[config.mk]
export PLATFORM = sky130hd
export DESIGN_NAME = prod_accum
export DESIGN_NICKNAME = d
export VERILOG_FILES = /design/src/rtl/prod_accum_pkg.sv /design/src/rtl/sat_add.sv /design/src/rtl/prod_accum.sv
export SDC_FILE = /design/constraint.sdc
export NUM_CORES = 1
export LEC_CHECK = 0
export ABC_AREA = 1
export CAP_MARGIN = 5
export CORE_ASPECT_RATIO = 1.4
export CORE_UTILIZATION = 55
export DETAILED_ROUTE_END_ITERATION = 12
export MAX_ROUTING_LAYER = met4
export PLACE_DENSITY = 0.84
export REMOVE_ABC_BUFFERS = 1
export SETUP_SLACK_MARGIN = 0.4
export SYNTH_ARGS = -nofsm -noshare
export SYNTH_HDL_FRONTEND = slang
export SYNTH_HIERARCHICAL = 1
export SYNTH_SLANG_ARGS = --single-unit
[constraint.sdc]
create_clock -name clk -period 4.6 [get_ports clk]
set_input_delay 0.69 -clock clk [delete_from_list [all_inputs] [get_ports clk]]
set_output_delay 0.69 -clock clk [all_outputs]
set_load 0.05 [all_outputs]
[src/rtl/prod_accum_pkg.sv]
// Shared state encoding and default sizing
// for the product accumulator.
package prod_accum_pkg;

  typedef enum logic {
    ACCUM = 1'b0,
    HOLD  = 1'b1
  } state_t;

  localparam int DEF_ACC_W      = 16;
  localparam int DEF_N_PRODUCTS = 4;

endpackage

[src/rtl/sat_add.sv]
// Unsigned W-bit adder that clips at all-ones
// and flags any clipped result.
module sat_add #(
  parameter int W = 16
) (
  input  logic [W-1:0] a,
  input  logic [W-1:0] b,
  output logic [W-1:0] sum,
  output logic         ovf
);

  logic [W:0] raw;

  always_comb begin
    raw = {1'b0, a} + {1'b0, b};
    ovf = raw[W];
    sum = ovf ? '1 : raw[W-1:0];
  end

endmodule

[src/rtl/prod_accum.sv]
// Sums batches of N_PRODUCTS multiplier products
// and holds each saturating result until consumed.
module prod_accum
  import prod_accum_pkg::*;
#(
  parameter int N_PRODUCTS = DEF_N_PRODUCTS,
  parameter int ACC_W      = DEF_ACC_W
) (
  input  logic             clk,
  input  logic             rst,
  input  logic             ena,
  input  logic             clear,
  input  logic             in_valid,
  input  logic [7:0]       in_product,
  output logic             in_ready,
  output logic             out_valid,
  input  logic             out_ready,
  output logic [ACC_W-1:0] out_sum,
  output logic             out_sat,
  output logic [7:0]       count
);

  // 9-bit count so a 256-product batch can reach its limit
  localparam logic [8:0] LAST = 9'(N_PRODUCTS);

  state_t           state, state_n;
  logic [ACC_W-1:0] acc, acc_n;
  logic [ACC_W-1:0] sum, out_sum_n;
  logic [8:0]       cnt, cnt_n;
  logic             sticky, sticky_n;
  logic             ovf;
  logic             out_sat_n, out_valid_n;
  logic             accept, fire;

  sat_add #(
    .W(ACC_W)
  ) u_add (
    .a  (acc),
    .b  ({{(ACC_W-8){1'b0}}, in_product}),
    .sum(sum),
    .ovf(ovf)
  );

  assign in_ready = ena && (state == ACCUM) && !clear;
  assign accept   = in_valid && in_ready;
  assign fire     = ena && !clear && (state == HOLD)
                    && out_valid && out_ready;
  assign count    = cnt[7:0];

  always_comb begin
    state_n     = state;
    acc_n       = acc;
    cnt_n       = cnt;
    sticky_n    = sticky;
    out_sum_n   = out_sum;
    out_sat_n   = out_sat;
    out_valid_n = out_valid;
    unique case (1'b1)
      clear: begin
        state_n     = ACCUM;
        acc_n       = '0;
        cnt_n       = '0;
        sticky_n    = 1'b0;
        out_sum_n   = '0;
        out_sat_n   = 1'b0;
        out_valid_n = 1'b0;
      end
      accept: begin
        acc_n    = sum;
        cnt_n    = cnt + 9'd1;
        sticky_n = sticky | ovf;
        if (cnt_n == LAST) begin
          out_sum_n   = sum;
          out_sat_n   = sticky_n;
          out_valid_n = 1'b1;
          state_n     = HOLD;
        end
      end
      fire: begin
        state_n     = ACCUM;
        acc_n       = '0;
        cnt_n       = '0;
        sticky_n    = 1'b0;
        out_valid_n = 1'b0;
      end
      default: ;
    endcase
  end

  always_ff @(posedge clk or posedge rst) begin
    if (rst) begin
      state     <= ACCUM;
      acc       <= '0;
      cnt       <= '0;
      sticky    <= 1'b0;
      out_sum   <= '0;
      out_sat   <= 1'b0;
      out_valid <= 1'b0;
    end else begin
      state     <= state_n;
      acc       <= acc_n;
      cnt       <= cnt_n;
      sticky    <= sticky_n;
      out_sum   <= out_sum_n;
      out_sat   <= out_sat_n;
      out_valid <= out_valid_n;
    end
  end

endmodule

==> flow_metrics.env <==
export IMPL_synth_seq_cells=44
export IMPL_final_util=0.6731
export IMPL_reg2reg_depth=12
export IMPL_hpwlAfterDp_mm=5.612
export IMPL_synth_edf_count=0
export IMPL_path_cells="clkdlybuf4s50_1 > nand2_1 > nor2_1 > clkdlybuf4s50_1"
export IMPL_synth_area_leaders="dfrtp_1, nand2_1, inv_1"
export IMPL_crit_end="in_ready"
export IMPL_synth_compound_area_frac=0.06726
export IMPL_rsz0062_at_grt="no"
export IMPL_drcViolationCount=0
export IMPL_grt_pass1_wl_mm=13.02
export IMPL_wl_mm=7.445
export IMPL_required_ns=3.91
export IMPL_multi_input_area_um2=1690
export IMPL_combPwrFrac=0.304
export IMPL_ctsHoldBuffers=0
export IMPL_intPower_uw=681.4
export IMPL_avgSynthCellArea_um2=6.704
export IMPL_final_hold_viol_count=0
export IMPL_ys_seq_area_frac=0.3421
export IMPL_setup_worst_path_end_class="primary output"
export IMPL_synth_top_flop_cell="dfrtp_1"
export IMPL_cp_max_fo=2
export IMPL_clk_pin_slew_ns=0.08
export IMPL_synthAdderAreaFrac=0.07621
export IMPL_syn_area_um2=3218
export IMPL_tns_ns=0
export IMPL_core_area_um2=5565
export IMPL_start_util=0.5782
export IMPL_overflow=0
export IMPL_period_needed_ns=2.894
export IMPL_cts_root_buf="clkbuf_8"
export IMPL_final_cell_mix="nand2_1, inv_1, dfrtp_1"
export IMPL_drive_gt1_frac=0.05769
export IMPL_crit_slowest_cell="clkdlybuf4s50_1"
export IMPL_maxCapViolations=0
export IMPL_yosys_area_share_simple=0.3561
export IMPL_synth_area_mux_share=0
export IMPL_clk_latency_ns=0.31
export IMPL_tightestPinTransition_ns=0.6928
export IMPL_grt_max_degree=45
export IMPL_power_density_nw_per_um2=281.9
export IMPL_slew_viol_final=0
export IMPL_cts_sinks=44
export IMPL_p_leak_uw=0.002161
export IMPL_reg2reg_slack_ns=2.09
export IMPL_finClkSkew_ns=0.01905
export IMPL_grt_pass1_vias=2979
export IMPL_cts_buffers_inserted=5
export IMPL_chipHeight_um=92.51
export IMPL_power_share_clock=0.293
export IMPL_syn_inst=480
export IMPL_postRouteAntennaNets=0
export IMPL_status="complete, no violations"
export IMPL_num_antenna_cells=0
export IMPL_swShare=0.3548
export IMPL_slew_headroom=0.5364
export IMPL_final_nets=552
export IMPL_synth_xor_area_frac=0.01633
export IMPL_placed_cell_area_um2=3630
export IMPL_startpoint="ena"
export IMPL_hold_class="flip-flop to flip-flop"
export IMPL_final_common_cell="nand2_1"
export IMPL_critPathMaxStageDelay_ns=0.83
export IMPL_dr_pass1_iters=4
export IMPL_viasPerCell=5.020
export IMPL_yosysTopAreaCellShare=0.3421
export IMPL_area_growth_pct=16.41
export IMPL_regToRegStartpoint="acc[0]"
export IMPL_cts_tree="done"
export IMPL_drtIter0Drc=173
export IMPL_ys_warnings_count=6
export IMPL_postCtsSetupBuffers=0
export IMPL_port_buffers=40
export IMPL_synth_top_family_by_area="simple AND/OR/NAND/NOR gates"
export IMPL_crit_path_frequent_cell="clkdlybuf4s50_1"
export IMPL_wire_per_inst_um=12.66
export IMPL_ios=41
export IMPL_yosysTopAreaCell="dfrtp_1"
export IMPL_fin_crit_sh=0.6291
export IMPL_num_rows=32
export IMPL_setup_viol=0
export IMPL_cp_arrival_ns=2.20
export IMPL_dieArea_um2=6165
export IMPL_synth_cell_types=36
export IMPL_ctsResizeCount=0
export IMPL_vias=2952
export IMPL_regArea_um2=1101
export IMPL_totalPowerFinal_uw=1056
export IMPL_switching_power_uw=374.6
export IMPL_clock_path_buffers=2
export IMPL_fmax_mhz=345.6
export IMPL_start_kind="input port"
export IMPL_die_width_um=66.65
export IMPL_fillerInstances=511
export IMPL_ctsHtreeMaxLevel=2
export IMPL_peakVddDrop_mv=0.2156
export IMPL_reg2reg_to="out_sat"
export IMPL_grt_antenna_before_repair=0
export IMPL_timing_hold_ws_ns=0.5030
export IMPL_seq_power_share=0.403
export IMPL_crit_type="input port to primary output"
export IMPL_grtUsageTotal=0.2831
export IMPL_synthArstFlopShare=1.000
export IMPL_final_area_um2=3746
export IMPL_place_congestion=0.9454
## cell type report
| class | instances | share of cell area |
|---|---|---|
| Clock buffer | 5 | 0.01837 |
| Clock inverter | 3 | 0.01269 |
| Inverter | 90 | 0.09018 |
| Multi-Input combinational cell | 336 | 0.4512 |
| Sequential cell | 44 | 0.2939 |
| Tap cell | 68 | 0.02271 |
| Timing Repair Buffer | 42 | 0.1109 |
## worst min-delay path by stage
stage	startpoint	to	cells after the start
6_report	acc[11]	acc[11]	2
3_5_place_dp	acc[9]	acc[9]	2
3_3_place_gp	sticky	sticky	2
4_1_cts	acc[2]	acc[2]	2
5_1_grt	acc[11]	acc[11]	2
2_1_floorplan	sticky	sticky	2
## layer usage
metal	share of wire	GRT usage
met4	0.028	0.1135
met1	0.40	0.3026
met5	0	-
met2	0.55	0.5076
met3	0.030	0.04187
## cells by family (layout without fill, tap and decap cells)
kind of cell    Yosys count  count (layout)
other cells               1               8
compound gates           38              38
flops                    44              44
buf+inv                 107             140
fa+ha+maj                19              19
simple gates            265             265
xor+xnor                  6               6
## cells in the mapped netlist, types with 2 or more instances
cell / instances
nand3_2: 2
nand2_2: 4
o22ai_1: 3
clkbuf_1: 5
xor2_1: 6
o21ai_0: 23
buf_4: 8
nand3_1: 40
nor2_1: 37
a21oi_1: 6
nand2_1: 165
nand4_1: 3
nand2_4: 2
nor2_2: 4
ha_1: 18
nor3_1: 2
dfrtp_1: 44
nand3b_1: 2
buf_2: 2
inv_2: 3
inv_1: 86
## worst max-delay path: cells and delay by family
family | cells | cell delay, ns
simple gates | 2 | 0.21
buf+inv | 2 | 1.31
## power by group through the flow
stage | Sequential [µW] | Combinational, µW | Clock (µW)
3_5_place_dp | 433 | 316 | 0
4_1_cts | 426 | 317 | 313
2_1_floorplan | 462 | 199 | 0
3_3_place_gp | 433 | 311 | 0
5_1_grt | 430 | 361 | 326
6_report | 426 | 321 | 309
## per-stage QoR
step / setup slack [ns] / instances
final: 1.706 / 588
after global routing: 1.455 / 588
after CTS: 1.702 / 588
after detailed placement: 1.408 / 580
after global placement: 1.466 / 580
after floorplan: 1.835 / 470
## sequential cells by signal (all words and copies together) (netlist names)
register and cells:
out_sum 16, cnt 9, acc 16, out_sat 1
sticky 1, state 1
(Power assumes the default switching activity.)
